<file path="src/rtl/nibble_serial_adder_ctrl_if.sv">
// Command/result handshake bundle for the nibble-serial adder.
// Carries the optional ovf flag when NIBBLE_ADDER_OVF_EN is defined.
interface nibble_serial_adder_ctrl_if #(
  parameter int WIDTH = 16
);
  logic             in_valid;
  logic             in_ready;
  logic [WIDTH-1:0] a;
  logic [WIDTH-1:0] b;
  logic             cin;
  logic             op_sub;
  logic             out_valid;
  logic             out_ready;
  logic [WIDTH-1:0] sum;
  logic             cout;
  logic             busy;
`ifdef NIBBLE_ADDER_OVF_EN
  logic             ovf;
`endif

  modport master (
    output in_valid, a, b, cin, op_sub, out_ready,
`ifdef NIBBLE_ADDER_OVF_EN
    input  ovf,
`endif
    input  in_ready, out_valid, sum, cout, busy
  );

  modport slave (
    input  in_valid, a, b, cin, op_sub, out_ready,
`ifdef NIBBLE_ADDER_OVF_EN
    output ovf,
`endif
    output in_ready, out_valid, sum, cout, busy
  );
endinterface

</file>
<file path="src/rtl/nibble_serial_adder_ctrl.sv">
// WIDTH-bit add/subtract computed on one 4-bit slice, one nibble per clock, LSB first.
// Define NIBBLE_ADDER_OVF_EN to add the signed-overflow output ovf.
module nibble_serial_adder_ctrl #(
  parameter int WIDTH = 16
) (
  input  logic                      clk,
  input  logic                      rst_n,
  nibble_serial_adder_ctrl_if.slave bus
);
  localparam int NIB  = WIDTH / 4;
  localparam int IDXW = (NIB > 1) ? $clog2(NIB) : 1;

  typedef enum logic [1:0] {
    IDLE = 2'd0,
    RUN  = 2'd1,
    DONE = 2'd2
  } state_t;

  state_t           state_r;
  state_t           state_nxt_s;
  logic [IDXW-1:0]  idx_r;
  logic             carry_r;
  logic [WIDTH-1:0] a_r;
  logic [WIDTH-1:0] b_r;
  logic [WIDTH-1:0] sum_r;
  logic             cout_r;
  logic             in_ready_r;
  logic             out_valid_r;
  logic             busy_r;
  logic             accept_s;
  logic             last_s;
  logic [4:0]       nib_res_s;

  function automatic logic [4:0] nib_add(input logic [3:0] x, input logic [3:0] y,
                                         input logic c);
    return {1'b0, x} + {1'b0, y} + {4'b0000, c};
  endfunction

`ifdef NIBBLE_ADDER_OVF_EN
  logic ovf_r;

  // Carry generated out of bit 2 of a slice, i.e. the carry into its top bit.
  function automatic logic msb_carry_in(input logic [3:0] x, input logic [3:0] y,
                                        input logic c);
    logic [3:0] t;
    t = {1'b0, x[2:0]} + {1'b0, y[2:0]} + {3'b000, c};
    return t[3];
  endfunction

  assign bus.ovf = ovf_r;
`endif

  assign accept_s  = (state_r == IDLE) && bus.in_valid;
  assign last_s    = (idx_r == IDXW'(NIB - 1));
  assign nib_res_s = nib_add(a_r[{idx_r, 2'b00} +: 4], b_r[{idx_r, 2'b00} +: 4], carry_r);

  assign bus.in_ready  = in_ready_r;
  assign bus.out_valid = out_valid_r;
  assign bus.busy      = busy_r;
  assign bus.sum       = sum_r;
  assign bus.cout      = cout_r;

  // Next-state decode for the IDLE/RUN/DONE sequencer.
  always_comb begin
    state_nxt_s = state_r;
    case (state_r)
      IDLE: begin
        if (accept_s) state_nxt_s = RUN;
        else          state_nxt_s = IDLE;
      end
      RUN: begin
        if (last_s) state_nxt_s = DONE;
        else        state_nxt_s = RUN;
      end
      DONE: begin
        if (bus.out_ready) state_nxt_s = IDLE;
        else               state_nxt_s = DONE;
      end
      default: state_nxt_s = IDLE;
    endcase
  end

  // State, handshake flags and the serial datapath registers.
  always_ff @(posedge clk or negedge rst_n) begin
    if (!rst_n) begin
      state_r     <= IDLE;
      idx_r       <= '0;
      carry_r     <= 1'b0;
      a_r         <= '0;
      b_r         <= '0;
      sum_r       <= '0;
      cout_r      <= 1'b0;
      in_ready_r  <= 1'b1;
      out_valid_r <= 1'b0;
      busy_r      <= 1'b0;
`ifdef NIBBLE_ADDER_OVF_EN
      ovf_r       <= 1'b0;
`endif
    end else begin
      state_r     <= state_nxt_s;
      // Flags decoded from the next state so they are flops, not logic on state_r.
      in_ready_r  <= (state_nxt_s == IDLE);
      out_valid_r <= (state_nxt_s == DONE);
      busy_r      <= (state_nxt_s != IDLE);
      case (state_r)
        IDLE: begin
          if (accept_s) begin
            a_r     <= bus.a;
            b_r     <= bus.op_sub ? ~bus.b : bus.b;
            carry_r <= bus.op_sub ? 1'b1 : bus.cin;
            idx_r   <= '0;
          end
        end
        RUN: begin
          sum_r[{idx_r, 2'b00} +: 4] <= nib_res_s[3:0];
          carry_r                    <= nib_res_s[4];
          if (last_s) begin
            idx_r  <= '0;
            cout_r <= nib_res_s[4];
`ifdef NIBBLE_ADDER_OVF_EN
            ovf_r  <= nib_res_s[4] ^ msb_carry_in(a_r[{idx_r, 2'b00} +: 4],
                                                  b_r[{idx_r, 2'b00} +: 4], carry_r);
`endif
          end else begin
            idx_r <= idx_r + IDXW'(1'b1);
          end
        end
        default: begin
          idx_r <= idx_r;
        end
      endcase
    end
  end
endmodule

</file>
<file path="src/flat_wrapper.sv">
// flat-port wrapper written by rule: the top's interface ports become plain ports
module nibble_serial_adder_ctrl_flat 
#(
  parameter int WIDTH = 16
)
  (clk, rst_n, bus_in_valid, bus_a, bus_b, bus_cin, bus_op_sub, bus_out_ready, bus_in_ready, bus_out_valid, bus_sum, bus_cout, bus_busy);
  nibble_serial_adder_ctrl_if #(.WIDTH(WIDTH)) bus_i ();
  input  logic clk;
  input  logic rst_n;
  input wire logic [$bits(bus_i.in_valid)-1:0] bus_in_valid;
  input wire logic [$bits(bus_i.a)-1:0] bus_a;
  input wire logic [$bits(bus_i.b)-1:0] bus_b;
  input wire logic [$bits(bus_i.cin)-1:0] bus_cin;
  input wire logic [$bits(bus_i.op_sub)-1:0] bus_op_sub;
  input wire logic [$bits(bus_i.out_ready)-1:0] bus_out_ready;
  output wire logic [$bits(bus_i.in_ready)-1:0] bus_in_ready;
  output wire logic [$bits(bus_i.out_valid)-1:0] bus_out_valid;
  output wire logic [$bits(bus_i.sum)-1:0] bus_sum;
  output wire logic [$bits(bus_i.cout)-1:0] bus_cout;
  output wire logic [$bits(bus_i.busy)-1:0] bus_busy;
  assign bus_i.in_valid = bus_in_valid;
  assign bus_i.a = bus_a;
  assign bus_i.b = bus_b;
  assign bus_i.cin = bus_cin;
  assign bus_i.op_sub = bus_op_sub;
  assign bus_i.out_ready = bus_out_ready;
  assign bus_in_ready = bus_i.in_ready;
  assign bus_out_valid = bus_i.out_valid;
  assign bus_sum = bus_i.sum;
  assign bus_cout = bus_i.cout;
  assign bus_busy = bus_i.busy;
  nibble_serial_adder_ctrl #(.WIDTH(WIDTH)) u_core (.clk(clk), .rst_n(rst_n), .bus(bus_i));
endmodule
</file>
<file path="config.mk">
export PLATFORM = sky130hd
export DESIGN_NAME = nibble_serial_adder_ctrl_flat
export DESIGN_NICKNAME = d
export VERILOG_FILES = /design/src/rtl/nibble_serial_adder_ctrl_if.sv /design/src/rtl/nibble_serial_adder_ctrl.sv /design/src/flat_wrapper.sv
export SDC_FILE = /design/constraint.sdc
export NUM_CORES = 1
export LEC_CHECK = 0
export ABC_AREA = 1
export CAP_MARGIN = 20
export CORE_MARGIN = 8
export CORE_UTILIZATION = 42
export CTS_BUF_LIST = sky130_fd_sc_hd__clkbuf_8
export DETAILED_ROUTE_END_ITERATION = 12
export PLACE_DENSITY = 0.67
export SLEW_MARGIN = 15
export SYNTH_ARGS = -nofsm -noshare
export SYNTH_HDL_FRONTEND = slang
export SYNTH_SLANG_ARGS = --single-unit
</file>
<file path="constraint.sdc">
create_clock -name clk -period 3.4 [get_ports clk]
set_input_delay 0.68 -clock clk [delete_from_list [all_inputs] [get_ports clk]]
set_output_delay 0.68 -clock clk [all_outputs]
set_load 0.01 [all_outputs]
</file>
==> qor.csv <==
metric,value,unit
status,finished clean,
Core Rows,30,
post-DR wirelength/cell,14.1,um
Util after Layout,0.549,
Post-Syn Area,2830,um2
TritonCTS clock tree,done,
Syn Nets,361,
overall power,0.00358,W
Max IR drop VDD,326,uV
GR Overflow Total,0,
Final ANT Viol Nets,0,
Pleak,1.67,nW
prevailing post-synth register cell,dfrtp_1,
Worst-path clk slew,0.07,ns
Max Freq,0.366,GHz
RePlAce Congestion,0.886,
setup TNS,0,ns
Antenna diodes,0,
Worst-Skew Late Latency,0.35,ns
final count of negative-setup-slack endpoints,0,
Fin. Hold Viols,0,
Core Area,6640,um2
Die Area,9630,um2
Clock Tree Buf Depth,2,
clk sinks,57,
critical path class,reg -> reg,
Final Slew Violations,0,
Final WS setup,0.666,ns
worst-margin pin slew,0.874,ns
hold buffer count at cts,0,
via count,2275,
initial antenna violation count,0,
Hold/Removal Path Class,in -> async,
"commonest non-fill, non-tap cell in the layout",nand2_1,
CTS buffer count,9,
asr flop ratio synth,1.00,
I/O Buffers,57,
Worst setup EP type,register,
Ys Warns,0,
most frequent cells in the layout,"86 x nand2_1, 56 x clkdlybuf4s50_1, 56 x dfrtp_1",
area grow syn2layout,28.6,%
Period minus WS final,2.73,ns
CP Data Required Time,3.63,ns
GRT Overall Usage,0.147,
Critical Path Source Type,register,
Slew headroom,0.415,
Seq cells post-synth,57,
Post CTS Setup Buffer Count,0,
I/O pin total,58,
CTS resizes,0,
# DRC,0,
synthesized area per cell,9.08,um2
worst-path maximum fanout,12,
cells after synthesis,312,
worst slack at placement,0.715,ns
hpwl dp,4800,um
H-tree depth,3,
Max-Cap Viols,0,
drt total wl,6390,um
detailed router's first-iteration violation count,127,
vias per inst,5.00,
RSZ-0062 raised after global routing,false,
Power per Cell Area,981,nW/um2
Root Driver,clkbuf_8,
first-pass GRT wire length,11100,um
Initial Utilization,0.427,
Synth cell types,30,
TritonRoute pass-1 iters,4,
pin count of the biggest net entering global routing,33,
layout cell share with drive strength beyond 1,0.101,
clock skew,0.0102,ns
vias in the first global route,2371,
Tcrit/Tclk final,0.804,
Post-synth EDFFs,0,
nets,419,
Die Y,98.1,um
die width,98.1,um
sequential area share after synthesis,0.504,
WP data arrival,2.96,ns
[area by class of cell]
type	instances	area, um2
clock inverter	3	38.8
inverter	22	82.6
sequential	57	1430
fill	635	3000
timing repair buffer	60	588
multi-input combinational	220	1230
tap	80	100
clock buffer	13	179
[report_power, final]
part / internal [W] / switching [W] / total (W)
Combinational: 0.000682 / 0.00104 / 0.00172
Clock: 0.000414 / 0.000263 / 0.000678
Sequential: 0.000976 / 0.000202 / 0.00118
Total: 0.00207 / 0.00150 / 0.00358
[kinds of logic after synthesis]
family	count (synthesis)	share of synthesized area
AND/OR/NAND/NOR	122	0.190
AO/OA/AOI/OAI	69	0.133
flip-flops	57	0.504
buffers and inverters	35	0.0627
XOR/XNOR	17	0.0525
adder cells (fa/ha/maj)	11	0.0539
multiplexers	1	0.00397
[registers in the layout, indices dropped and copies added (netlist names)]
name,cells
u_core.a_r,16
u_core.b_r,16
u_core.bus.busy,1
u_core.bus.cout,1
u_core.bus.in_ready,1
u_core.bus.out_valid,1
u_core.bus.sum,16
u_core.carry_r,1
u_core.idx_r,2
u_core.state_r,2
[per-stage QoR]
step | instances | hold slack (ns) | instance area, um2
floorplan | 312 | 0.384 | 2830
global placement | 439 | 0.468 | 3430
detailed placement | 439 | 0.464 | 3430
CTS | 455 | 0.364 | 3640
global route | 455 | 0.380 | 3640
finish | 455 | 0.343 | 3640
[critical path, cell delays in order (launching register included)]
cell      delay (ns)
dfrtp_1         0.54
clkinv_1        0.36
o21ai_0         0.19
o22ai_1         0.12
fa_1            0.45
fa_1            0.43
a21oi_1         0.17
o21bai_1        0.09
mux2_2          0.27
[worst paths after layout]
check	to	start	slack, ns	cells after the start
hold reg to reg	u_core.a_r[7]	u_core.a_r[7]	0.47	2
max in group asynchronous	u_core.a_r[2]	rst_n	2.24	2
setup reg to reg	u_core.bus.cout	u_core.idx_r[1]	0.67	8
hold / removal	u_core.bus.sum[8]	rst_n	0.34	1
min in group clk	u_core.a_r[7]	u_core.a_r[7]	0.47	2
setup / recovery	u_core.bus.cout	u_core.idx_r[1]	0.67	8
[metal layers]
layer  up-vias  GRT usage  wire length (um)
li1       1135          -                 -
met1      1044      0.167              2740
met2        77      0.221              2900
met3        19     0.0697               522
met4         0     0.0838               228
met5         -          0                 0
[cells in the mapped netlist, types with 2 or more instances]
cell type	instances	area [um2]
inv_1	14	52.6
buf_4	2	15.0
o22ai_1	9	56.3
buf_2	7	35.0
nand2_1	86	323
nor2_4	2	22.5
fa_1	2	40.0
nor3_2	2	20.0
o21ai_0	46	230
o21ai_2	2	17.5
o21ai_1	6	30.0
o31ai_1	3	22.5
nand3_1	6	30.0
ha_1	9	113
nand2_4	2	22.5
buf_6	4	45.0
nand4_1	3	18.8
nor2_1	18	67.6
xnor2_1	17	149
inv_2	7	26.3
dfrtp_1	56	1400
No activity file was read; power rests on OpenSTA's default activity.
==> patch 1, RTL diff (same flow settings) <==
Re-encode `state_t` (3 states) as one-hot, 3 bits wide.
--- a/src/rtl/nibble_serial_adder_ctrl.sv
+++ b/src/rtl/nibble_serial_adder_ctrl.sv
@@ -11,8 +11,8 @@
   localparam int IDXW = (NIB > 1) ? $clog2(NIB) : 1;
 
-  typedef enum logic [1:0] {
-    IDLE = 2'd0,
-    RUN  = 2'd1,
-    DONE = 2'd2
+  typedef enum logic [2:0] {
+    IDLE = 3'b001,
+    RUN  = 3'b010,
+    DONE = 3'b100
   } state_t;
 
Function: no difference found for any inputs over 10 cycles, from zero or initial values and one cycle with rst_n low; not proved beyond that.
==> patch 1 against the unedited design <==
Routed wire length is 1.1% lower. Design area shrank 0.69%. Sequential cell count grew 1. Worst setup slack improved by 12 ps. Area after synthesis down 1.3%. First-iteration DRC count is 8.7% higher. Power decreased by 10%. Utilization is 1.8 points higher. Worst hold slack better by 3.8 ps. Critical path type unchanged. Largest power group unchanged.
==> patch 1: results (changes against the unedited design) <==
| Metric | Value |
|---|---|
| Post-synthesis mux area share | 0 (was 0.00397) |
| Total Routed Length | 6320 um (was 6390 um) |
| Worst Skew | 9.78 ps (was 10.2 ps) |
| Top cells by area, synth | dfrtp_1 (50%), nand2_1 (12%), o21ai_0 (8.4%) (was dfrtp_1 (49%), nand2_1 (11%), o21ai_0 (8.1%)) |
| Place WS | 721 ps (was 715 ps) |
| Leak Pwr | 1.67 nW (about the same) |
| Vias in the first global route | 2434 (was 2371) |
| Relative slew margins | 0.403 (was 0.415) |
| Seq/Total Area, Yosys | 0.520 (was 0.504) |
| Clk_lat worst skew | 330 ps (was 350 ps) |
| Worst path arrival time | 2980 ps (was 2960 ps) |
| Placed cell count | 442 (was 439) |
| Peak supply drop | 0.411 mV (was 0.326 mV) |
| DR pass1 iterations | 5 (was 4) |
| Average wire per cell in the routed design | 13.8 um (was 14.1 um) |
| Iteration-0 DRC Markers | 138 (was 127) |
| Status | finished, final reports clean (unchanged) |
| Via/cell ratio | 5.11 (was 5.00) |
| Layout cells sized above 1 | 0.0761 (was 0.101) |
| Syn nets | 367 (was 361) |
| Post-synthesis adder-cell area fraction | 0.0546 (was 0.0539) |
| Post-Place Cell Area | 3410 um^2 (was 3430 um^2) |
| R2R depth | 9 (was 8) |
| Final GP Congestion | 0.882 (was 0.886) |
| Post-synth cell types | 25 (was 30) |
| Global-route wire length before repair | 11100 um (about the same) |
| Hold Slack | 347 ps (was 343 ps) |
| Synth Area in Compound Gates | 0.131 (was 0.133) |
| Yosys warning total | 0 (unchanged) |
| GRT Total Usage | 0.139 (was 0.147) |
| Largest net degree at the start of global routing | 52 (was 33) |
| Syn avg cell area | 8.80 um^2 (was 9.08 um^2) |
==> patch 1: final timing paths <==
kind / start / endpoint / slack (ps)
worst max-delay path: u_core.idx_r[1]$_DFFE_PN0P_ / u_core.bus.sum[6]$_DFFE_PN0P_ / 680
worst min-delay path: rst_n / u_core.bus.sum[15]$_DFFE_PN0P_ / 350
worst max register to register: u_core.idx_r[1]$_DFFE_PN0P_ / u_core.bus.sum[6]$_DFFE_PN0P_ / 680
worst min register to register: u_core.a_r[7]$_DFFE_PN0P_ / u_core.a_r[7]$_DFFE_PN0P_ / 480
max in group asynchronous: rst_n / u_core.bus.in_ready$_DFF_PN1_ / 2200
min in group clk: u_core.a_r[7]$_DFFE_PN0P_ / u_core.a_r[7]$_DFFE_PN0P_ / 480
==> patch 1: cells by family after synthesis <==
family	after synthesis
AO/OA/AOI/OAI	70
buffers and inverters	33
AND/OR/NAND/NOR	129
adder cells (fa/ha/maj)	11
XOR/XNOR	17
flip-flops	58
==> patch 1: metal layers <==
metal  GRT usage  up-vias  wire (um)
li1            -     1158          -
met1       0.167     1098       2880
met2       0.220       69       2960
met3      0.0391       17        346
met4      0.0781        0        134
met5           0        -          0
==> patch 1: power by group <==
group / switching (mW) / total (mW) / internal (mW)
Sequential: 0.170 / 1.12 / 0.953
Clock: 0.260 / 0.652 / 0.392
Combinational: 0.878 / 1.44 / 0.558
==> patch 1: layout make-up <==
cell class,instances,area (um^2)
flip-flops and latches,58,1450
repair buffers,60,588
fillers,602,2770
clock inverters,4,42.5
multi-input cells,227,1200
well taps,77,96.3
inverters,20,75.1
clock buffers,12,165
==> patch 1: critical path, delay by kind of cell (launching register included) <==
kind                       cells  cell delay (ps)
adders and majority gates      2              870
and+or+nand+nor                2              210
AOI/OAI and AO/OA              3              480
buffers and inverters          1              370
xor gates and xnor gates       1              160
DFF                            1              540
==> patch 2, RTL diff (config.mk and constraints unchanged) <==
Without the edit above. `WIDTH` is set to 16 in 3 places; all go to 32.
--- a/src/rtl/nibble_serial_adder_ctrl_if.sv
+++ b/src/rtl/nibble_serial_adder_ctrl_if.sv
@@ -2,5 +2,5 @@
 // Carries the optional ovf flag when NIBBLE_ADDER_OVF_EN is defined.
 interface nibble_serial_adder_ctrl_if #(
-  parameter int WIDTH = 16
+  parameter int WIDTH = 32
 );
   logic             in_valid;
--- a/src/rtl/nibble_serial_adder_ctrl.sv
+++ b/src/rtl/nibble_serial_adder_ctrl.sv
@@ -2,5 +2,5 @@
 // Define NIBBLE_ADDER_OVF_EN to add the signed-overflow output ovf.
 module nibble_serial_adder_ctrl #(
-  parameter int WIDTH = 16
+  parameter int WIDTH = 32
 ) (
   input  logic                      clk,
--- a/src/flat_wrapper.sv
+++ b/src/flat_wrapper.sv
@@ -2,5 +2,5 @@
 module nibble_serial_adder_ctrl_flat 
 #(
-  parameter int WIDTH = 16
+  parameter int WIDTH = 32
 )
   (clk, rst_n, bus_in_valid, bus_a, bus_b, bus_cin, bus_op_sub, bus_out_ready, bus_in_ready, bus_out_valid, bus_sum, bus_cout, bus_busy);
Interface: changed (resized bus_a, bus_b and bus_sum); port bits go from 58 to 106. No check against the original RTL was run, so the function may have changed too.
==> patch 2 against the unedited design <==
Utilization fell by 0.50 points. Area after synthesis increased by 82%. Power is 78% higher. Routed wire length rose by 100%. Design area is 79% higher. Sequential share of layout area increased by 1.5 points. Sequential cell count grew 49. Worst setup slack got worse by 270 ps. Global-route usage is 1.6 points higher.
==> patch 2: results (changes against the unedited design) <==
| Metric | Value |
|---|---|
| Worst Skew | 9.62 ps (was 10.2 ps) |
| Layout cells sized above 1 | 0.0642 (was 0.101) |
| Via Count | 4340 (was 2275) |
| # H-tree levels | 3 (unchanged) |
| Initial antenna violation count | 0 (unchanged) |
| Global-route wire length before repair | 21700 um (was 11100 um) |
| Final GP Congestion | 0.825 (was 0.886) |
| DR pass1 iterations | 4 (unchanged) |
| Tmin final | 3010 ps (was 2730 ps) |
| GRT Total Usage | 0.163 (was 0.147) |
| Num CTS Buffers | 9 (unchanged) |
| Place WS | 447 ps (was 715 ps) |
| Seq/Total Area, Yosys | 0.515 (was 0.504) |
| Root Driver | clkbuf_8 (unchanged) |
| Syn nets | 699 (was 361) |
| Postcts setup bufs | 0 (unchanged) |
| Post-synth cell types | 25 (was 30) |
| Nets | 794 (was 419) |
| # DRC | 0 (unchanged) |
| Dpl hpwl | 9630 um (was 4800 um) |
| Clock Tree Buf Depth | 2 (unchanged) |
| Leak Pwr | 3.07 nW (was 1.67 nW) |
| Slew @ Worst Pin | 926 ps (was 874 ps) |
| Status | finished, final reports clean (unchanged) |
| Post-Place Cell Area | 6320 um^2 (was 3430 um^2) |
| CTS resizes | 0 (unchanged) |
| Worst path arrival time | 3320 ps (was 2960 ps) |
| Clk_lat worst skew | 370 ps (was 350 ps) |
| N_diodes | 0 (unchanged) |
| Top cells by area, synth | dfrtp_1 (51%), nand2_1 (16%), o21ai_0 (7.8%) (was dfrtp_1 (49%), nand2_1 (11%), o21ai_0 (8.1%)) |
| Path type of the worst min-delay path | input port to async pin (unchanged) |
| Crit Path Max Fanout | 36 (was 12) |
| Async S/R FF share, synth | 1.00 (unchanged) |
| IO buf count | 105 (was 57) |
| Reg-to-reg setup timing slack | 390 ps (was 670 ps) |
| Yosys warning total | 0 (unchanged) |
| R2R depth | 12 (was 8) |
| Clock transition at path regs | 100 ps (was 70 ps) |
| Largest net degree at the start of global routing | 75 (was 33) |
| Total Routed Length | 12900 um (was 6390 um) |
| Synth cell count leaders | nand2_1 (221), dfrtp_1 (105), o21ai_0 (80) (was nand2_1 (86), dfrtp_1 (56), o21ai_0 (46)) |
| Vias in the first global route | 4429 (was 2371) |
| Iteration-0 DRC Markers | 325 (was 127) |
| Peak supply drop | 0.611 mV (was 0.326 mV) |
| Hold Slack | 438 ps (was 343 ps) |
patch 2: power breakdown:
group / switching, mW / internal [mW] / leakage, nW
clock network: 0.429 / 0.410 / 0.112
registers: 0.399 / 1.82 / 1.34
logic: 2.04 / 1.26 / 1.61
total: 2.87 / 3.49 / 3.07
patch 2: critical path, stage by stage (launching register included):
cell	delay, ps
dfrtp_1	560
inv_2	320
o21ai_0	260
o22ai_1	90
nand2_1	60
nand2_1	70
fa_1	470
fa_1	420
xor2_1	280
nand2_1	110
nor2_1	140
nand2_1	80
nand2_1	60
patch 2: final timing paths:
path | from | to
max in group asynchronous | rst_n | u_core.a_r[1]$_DFFE_PN0P_
hold reg to reg | u_core.a_r[26]$_DFFE_PN0P_ | u_core.a_r[26]$_DFFE_PN0P_
setup reg to reg | u_core.idx_r[0]$_DFFE_PN0P_ | u_core.bus.sum[22]$_DFFE_PN0P_
min in group clk | u_core.a_r[26]$_DFFE_PN0P_ | u_core.a_r[26]$_DFFE_PN0P_
hold / removal | rst_n | u_core.bus.sum[8]$_DFFE_PN0P_
setup / recovery | u_core.idx_r[0]$_DFFE_PN0P_ | u_core.bus.sum[22]$_DFFE_PN0P_
patch 2: logic make-up after synthesis:
group	share of synthesized area
AO/OA/AOI/OAI	0.116
XOR/XNOR	0.0561
adder cells (fa/ha/maj)	0.0320
buffers and inverters	0.0439
flip-flops	0.515
AND/OR/NAND/NOR	0.238
patch 2: layout make-up:
cell class	instances	area [um^2]
clock buffer	9	124
clock inverter	7	88.8
fill	1128	5480
inverter	25	93.8
multi-input combinational	458	2280
sequential	106	2650
tap	147	184
timing repair buffer	112	1110
patch 2: per-stage QoR:
step / utilization / cells
4_1_cts: 0.544 / 864
3_3_place_gp: 0.526 / 848
2_1_floorplan: - / 617
5_1_grt: 0.544 / 864
3_5_place_dp: 0.526 / 848
6_report: 0.544 / 864
patch 2: per-layer routing:
layer	vias to the layer above	global-route usage	part of all wire	wire, um
li1	2180	-	-	-
met1	2028	0.220	0.48	6150
met2	115	0.256	0.45	5770
met3	17	0.0331	0.057	735
met4	0	0.0532	0.017	221
met5	-	0	0	0
